File: src/rtl/prog_loader.sv
// rtl/prog_loader.sv - framed byte-stream loader that writes the instruction memory.
// The CPU is held in reset from Start until the load succeeds.
module prog_loader #(
  parameter int ADDR_W = 5,
  parameter int WORD_W = 16,
  parameter int DEPTH  = 32
) (
  input  logic              Clk,
  input  logic              Reset,
  input  logic              Start,
  input  logic [7:0]        Byte_in,
  input  logic              Byte_valid,
  output logic              Byte_ready,
  output logic              IM_wr,
  output logic [ADDR_W-1:0] IM_addr,
  output logic [WORD_W-1:0] IM_data,
  output logic              Cpu_hold,
  output logic              Busy,
  output logic              Done,
  output logic              Error
);

  localparam int CNT_W = $clog2(DEPTH + 1);
  localparam logic [7:0] DEPTH_B = 8'(DEPTH);

  typedef enum logic [2:0] {
    S_IDLE, S_HDR, S_HI, S_LO, S_WRITE, S_CSUM, S_DONE, S_ERR
  } state_t;

  state_t            state, state_nxt;
  logic [CNT_W-1:0]  count;
  logic [ADDR_W-1:0] index;
  logic [7:0]        hi_byte;
  logic [7:0]        checksum;
  logic [ADDR_W-1:0] addr_q;
  logic [WORD_W-1:0] data_q;
  logic              accept;
  logic              hdr_ok;
  logic              last_word;
  logic              restart;

  assign accept    = Byte_valid && Byte_ready;
  assign hdr_ok    = (Byte_in != 8'd0) && (Byte_in <= DEPTH_B);
  assign last_word = (CNT_W'(index) == count - CNT_W'(1));
  assign restart   = Start && ((state == S_IDLE) || (state == S_ERR));

  always_comb begin
    state_nxt = state;
    case (state)
      S_IDLE:  if (Start) state_nxt = S_HDR;
      S_HDR:   if (accept) state_nxt = hdr_ok ? S_HI : S_ERR;
      S_HI:    if (accept) state_nxt = S_LO;
      S_LO:    if (accept) state_nxt = S_WRITE;
      S_WRITE: state_nxt = last_word ? S_CSUM : S_HI;
      S_CSUM:  if (accept) state_nxt = (Byte_in == checksum) ? S_DONE : S_ERR;
      S_DONE:  state_nxt = S_IDLE;
      S_ERR:   if (Start) state_nxt = S_HDR;
      default: state_nxt = S_IDLE;
    endcase
  end

  // Every status output is a pure decode of the registered state.
  always_comb begin
    Byte_ready = 1'b0;
    IM_wr      = 1'b0;
    Busy       = 1'b0;
    Done       = 1'b0;
    Error      = 1'b0;
    Cpu_hold   = (state != S_IDLE);
    case (state)
      S_HDR, S_HI, S_LO, S_CSUM: begin
        Byte_ready = 1'b1;
        Busy       = 1'b1;
      end
      S_WRITE: begin
        IM_wr = 1'b1;
        Busy  = 1'b1;
      end
      S_DONE:  Done  = 1'b1;
      S_ERR:   Error = 1'b1;
      default: ;
    endcase
  end

  // IM_addr/IM_data are captured with the low byte so they stay put outside WRITE.
  always_ff @(posedge Clk) begin
    if (!Reset) begin
      state    <= S_IDLE;
      count    <= '0;
      index    <= '0;
      hi_byte  <= '0;
      checksum <= '0;
      addr_q   <= '0;
      data_q   <= '0;
    end else begin
      state <= state_nxt;
      if (restart) begin
        checksum <= '0;
        index    <= '0;
        addr_q   <= '0;
      end
      if (state == S_HDR && accept && hdr_ok)
        count <= Byte_in[CNT_W-1:0];
      if (state == S_HI && accept) begin
        hi_byte  <= Byte_in;
        checksum <= checksum ^ Byte_in;
      end
      if (state == S_LO && accept) begin
        data_q   <= WORD_W'({hi_byte, Byte_in});
        addr_q   <= index;
        checksum <= checksum ^ Byte_in;
      end
      if (state == S_WRITE && !last_word)
        index <= index + ADDR_W'(1);
    end
  end

  assign IM_addr = addr_q;
  assign IM_data = data_q;

endmodule
File: config.mk
export PLATFORM = sky130hd
export DESIGN_NAME = prog_loader
export DESIGN_NICKNAME = d
export VERILOG_FILES = /design/src/rtl/prog_loader.sv
export SDC_FILE = /design/constraint.sdc
export NUM_CORES = 1
export LEC_CHECK = 0
export ABC_AREA = 1
export CAP_MARGIN = 20
export CORE_ASPECT_RATIO = 0.8
export CORE_MARGIN = 4
export CORE_UTILIZATION = 28
export DETAILED_ROUTE_END_ITERATION = 8
export GPL_TIMING_DRIVEN = 0
export SETUP_SLACK_MARGIN = 0.5
export SYNTH_ARGS = -nofsm -noshare
export SYNTH_HDL_FRONTEND = slang
export SYNTH_SLANG_ARGS = --single-unit
File: constraint.sdc
create_clock -name Clk -period 2.1 [get_ports Clk]
set_input_delay 0.315 -clock Clk [delete_from_list [all_inputs] [get_ports Clk]]
set_output_delay 0.315 -clock Clk [all_outputs]
set_load 0.01 [all_outputs]
# ---- Word level (Yosys, flattened, before mapping)
# Cells that the tools add are included.
dict set report classes {
  n_addsub 2
  mul 0
  n_div 0
  magnitude_cmp 1
  eq_ne 14
  shifts 0
  muxes 20
  bitwise_logic 1
  reduce_logical 20
}
# cell count
set op_table {}
lappend op_table {{$mux 8} 3}
lappend op_table {{$mux 3} 7}
lappend op_table {{$pmux 3 s7} 1}
lappend op_table {{$mux 5} 3}
lappend op_table {{$eq 3x3->1 const B} 4}
lappend op_table {{$eq 8x8->1} 1}
lappend op_table {{$le 8x6->1 const B} 1}
lappend op_table {{$logic_and 1x1->1} 8}
lappend op_table {{$ne 2x2->1 const B} 4}
lappend op_table {{$reduce_bool 8->1} 1}
lappend op_table {{$xor 8x8->8} 1}
lappend op_table {{$eq 3x2->1 const B} 2}
lappend op_table {{$eq 5x6->1} 1}
lappend op_table {{$mux 1} 6}
lappend op_table {{$reduce_bool 3->1} 2}
lappend op_table {{$sub 6x1->6 const B} 1}
lappend op_table {{$add 5x1->5 const B} 1}
lappend op_table {{$reduce_and 5->1} 1}
lappend op_table {{$reduce_or 5->1} 1}
lappend op_table {{$reduce_bool 2->1} 2}
lappend op_table {{$reduce_or 4->1} 1}
lappend op_table {{$eq 3x1->1 const B} 1}
lappend op_table {{$logic_not 3->1} 1}
lappend op_table {{$ne 2x1->1 const B} 1}
lappend op_table {{other kinds (3)} 3}
dict set report totals {
  register_bits 51
  latchBits 0
  ram_bits 0
  romBits 0
  in_bits 12
  output_inout_bits 27
  elab_cells 65
  mem_count 0
}

# ---- Logic depth before layout (Yosys ltp)
dict set report logic_depth {
  ltp_word 7
  mapped_depth 13
}

# ---- Worst setup path after synthesis
# No wires, ideal clock.
dict set report synth_path {
  path_kind {reg-to-reg}
  startpoint {reg count[0]}
  endpoint {reg index[2]}
  t_arrival_ns 1.443
  required_ns 2.030
  slack_ns 0.586
  path_stages_with_launch 11
  n_path_buf 0
  path_cell_list {dfxtp_1 > inv_1 > ha_1 > xnor2_1 > nor2_1 > nand2_1 > nor2_2 > nand2_2 > nand2_4 > nand3_1 > a21oi_1}
}
dict set report synth_via {
  elab_chain_cells 5
  elab_cells_between_ends 6
}
# item line
set synth_lines {}
lappend synth_lines {{start, declared} 31} ;# logic [CNT_W-1:0] count;
lappend synth_lines {{start signal, assigned} 103} ;# count <= Byte_in[CNT_W-1:0];
lappend synth_lines {{$sub 6x1->6 (*)} 44} ;# assign last_word = (CNT_W'(index) == count - CNT_W'(1));
lappend synth_lines {{$eq 5x6->1 (*)} 44}
lappend synth_lines {{$logic_not 1->1 (*)} 113} ;# if (state == S_WRITE && !last_word)
lappend synth_lines {{$logic_and 1x1->1 (*)} 113}
lappend synth_lines {{$mux 5 or $reduce_bool 2->1 (tied branches)} n/a}
lappend synth_lines {{end signal, assigned} 114} ;# index <= index + ADDR_W'(1);
lappend synth_lines {{end, declared} 32} ;# logic [ADDR_W-1:0] index;
# Mark *: on every way between the ends. The rest lies on a longest branch, timed or not.
# A chain may end at the register's enable or synchronous reset.

# ---- Worst setup path after layout
dict set report layout_path {
  startpoint {in Reset}
  endpoint {reg data_q[8], in the netlist IM_data[8]}
}
# item line
set layout_lines {}
lappend layout_lines {{start, declared} 9} ;# input logic Reset,
lappend layout_lines {{end signal, assigned} 109} ;# data_q <= WORD_W'({hi_byte, Byte_in});
lappend layout_lines {{end, declared} 36} ;# logic [WORD_W-1:0] data_q;
# No word-level cell between the ends.

==> metrics.md <==
| Metric | Value |
|---|---|
| IO buf count | 37 |
| Routability cong. | 0.815 |
| Via count | 2372 |
| Commonest non-fill, non-tap cell in the layout | nand2_1 |
| Internal reg-to-reg setup slack | 0.52 ns |
| Antenna diodes | 0 |
| Reg2reg start | count[0] |
| Crit-path slowest cell | clkdlybuf4s50_1 |
| Die extent in y | 91.2 um |
| Max-cap violations | 0 |
| DRT antenna net count | 0 |
| Worst-margin pin slew | 0.575 ns |
| Post-synthesis compound-gate area fraction | 0.147 |
| Number of buffers inserted by hold repair at cts | 0 |
| Critical path peak fanout | 10 |
| I/O pin total | 39 |
| Worst r2r path cells | 10 |
| First-pass GRT wire length | 11.2 mm |
| Gr usage total | 0.136 |
| GRT overflow | 0 |
| Clock transition at path regs | 0.10 ns |
| Post-synth cell types | 27 |
| Worst slew margin relative to its limit | 0.616 |
| Filler Cell Count | 908 |
| RSZ-0062 raised after global routing | true |
| Worst R2R End | index[4] |
| Clk root buf | clkbuf_8 |
| Worst path bufs/invs | 3 |
| Final setup violation count | 0 |
| Mapped Cells | 338 |
| Core Region | 8450 sq um |
| Max Fclk | 629 MHz |
| Fin crit period | 1.59 ns |
| CTS max path bufs | 2 |
| Antenna violations before repair | 0 |
| Clock Skew | 0.00677 ns |
| Worst min-delay path startpoint | Byte_in[7] |
| Avg Inst Size Synth | 7.17 sq um |
| Status | completed |
| Critical path's largest stage delay | 0.60 ns |
| Area delta synth->final | 33.0% |
| Nature of the critical path endpoint | flip-flop |
| FF+latch count, synth | 51 |
| Post-Synth Adder-Cell Area | 0.0103 |
| Setup TNS | 0 ns |
| Hold Path Depth | 3 |
| Vias in the first global route | 2285 |
| Hold endpoint | hi_byte[7] |
| Post-synthesis xor/xnor area fraction | 0.0470 |
| Mux cell area share after synthesis | 0 |
| Worst hold path type | primary input to flip-flop |
| Clk sink count | 51 |
| Vias per inst | 4.69 |
| Power density over the cells | 851 nW/um^2 |
| Worst Path Arrival | 1.83 ns |
| Initial DRT Pass Iterations | 4 |
| Sequential-to-total area share from yosys stat | 0.421 |
| Clock latency on the worst-skew pair | 0.31 ns |
| Commonest non-fill, non-tap cells in the layout | nand2_1, a21oi_1, dfxtp_1 |
| First DRT Iteration DRCs | 137 |
| Row count | 30 |
| LEAKAGE | 1.26 nW |
| Top layer in use | met4 |
| Crit path max-delay family | buffers and inverters |
| Hpwl dp | 4.88 mm |
| Peak supply drop | 0.362 mV |
| CTS tree | yes |
| M1 wire length | 3.41 mm |
| Initial core utilization | 0.287 |
| Crit start category | primary input |
| Syn nets | 352 |
| Final hold violations | 0 |
| Req. time, crit path | 2.34 ns |
| Tot Pwr | 2.74 mW |
| YS warnings | 0 |
| Layout Nets | 407 |
| Die Wd | 112 um |
| Routed WL | 6.73 mm |
| Fin crit share | 0.757 |
| Largest family of logic cells by synthesized area | simple AND/OR/NAND/NOR gates |
| H-Tree Level Count | 2 |
| WL met3 | 304 um |
| Total CTS buffers | 5 |
| Drt drc | 0 |
| Pin count of the biggest net entering global routing | 17 |
| Full die area | 10200 sq um |
| Kind of critical path | primary input to flip-flop |
| Met2 wire length | 2.90 mm |
| Mapped cell area | 2420 sq um |
| CP cell instances | clkdlybuf4s50_1 -> clkinv_1 -> clkbuf_1 -> a21oi_1 |
| Synth Area in Simple Gates | 0.292 |
| Fraction of layout cells with a size suffix above 1 | 0.183 |
| Routed length per placed instance | 13.3 um |
| Final Max Tran Viols | 0 |
-- per-stage QoR --
stage	utilization	hold WS (ns)	instances	setup slack (ns)	cell area [sq um]
floorplan	-	0.445	338	0.586	2420
global placement	0.347	0.452	487	0.0511	2930
detailed placement	0.347	0.454	487	0.00951	2930
CTS	0.371	0.387	501	0.488	3130
global route	0.382	0.358	506	0.412	3220
finish	0.382	0.359	506	0.511	3220
-- power breakdown --
part / switching (mW) / internal, mW
logic: 0.591 / 0.414
registers: 0.0806 / 1.07
clock network: 0.346 / 0.240
-- synthesized netlist by cell type --
master	number	area [sq um]
xnor2_1	10	87.6
nand2_4	1	11.3
nand2_1	65	244
nand2_2	3	18.8
nor2_1	19	71.3
buf_4	1	7.51
nand3_1	48	240
inv_1	30	113
inv_2	7	26.3
dfxtp_1	51	1020
nor2_2	7	43.8
o21ai_1	6	30.0
o21ai_0	8	40.0
clkbuf_1	6	22.5
nor3_1	4	20.0
ha_1	2	25.0
nand4_1	2	12.5
nor2_4	2	22.5
o22ai_1	1	6.26
buf_1	1	3.75
a21oi_4	1	16.3
a21oi_1	50	250
buf_2	5	25.0
clkinv_1	1	3.75
o22ai_2	1	12.5
xor2_1	3	26.3
nand3b_1	3	22.5
-- sequential cells by signal, indices dropped and copies added, names as in the netlist --
name,count
checksum,8
IM_addr,5
count,6
index,5
hi_byte,8
IM_data,16
state,3
-- logic make-up (layout without fill, tap and decap cells) --
| group | count (synthesis) | count (layout) |
|---|---|---|
| fa+ha+maj | 2 | 2 |
| compound gates | 67 | 67 |
| flops | 51 | 51 |
| simple gates | 154 | 154 |
| xor+xnor | 13 | 13 |
| buf+inv | 51 | 107 |
-- area by class of cell --
class / instances / area, sq um / area share
Clock buffer: 6 / 72.6 / 0.0225
Inverter: 38 / 150 / 0.0466
Tap cell: 112 / 140 / 0.0435
Timing Repair Buffer: 48 / 473 / 0.147
Multi-Input combinational cell: 236 / 1280 / 0.396
Sequential cell: 51 / 1030 / 0.320
Buffer: 13 / 63.8 / 0.0198
Clock inverter: 2 / 16.3 / 0.00504
-- what timing repair did --
| item | CTS | global route |
|---|---|---|
| setup buffers | 6 | 5 |
| gates resized for setup | 32 | 25 |
| gates cloned | 0 | 0 |
| pin swaps | 6 | 8 |
| setup endpoints to repair | 20 | 42 |
-- worst max-delay path by stage --
stage	depth (start not counted)	endpoint	from	slack (ns)
floorplan	10	index[2]	count[0]	0.59
global placement	10	count[3]	Byte_in[0]	0.05
detailed placement	10	count[3]	Byte_in[0]	0.01
CTS	10	index[0]	count[0]	0.49
global route	10	index[0]	count[0]	0.41
finish	4	IM_data[8]	Reset	0.51
-- tightest hold or removal path, delay by kind of cell --
| kind | cells | cell delay, ns |
|---|---|---|
| AOI/OAI and AO/OA | 1 | 0.06 |
| buffers and inverters | 2 | 0.25 |
-- metal layers --
layer  track usage  vias to the layer above
met5             0                        -
met2         0.210                       54
met4        0.0470                        0
met3        0.0273                        9
li1              -                     1217
met1         0.188                     1092
(Power assumes the default switching activity.)
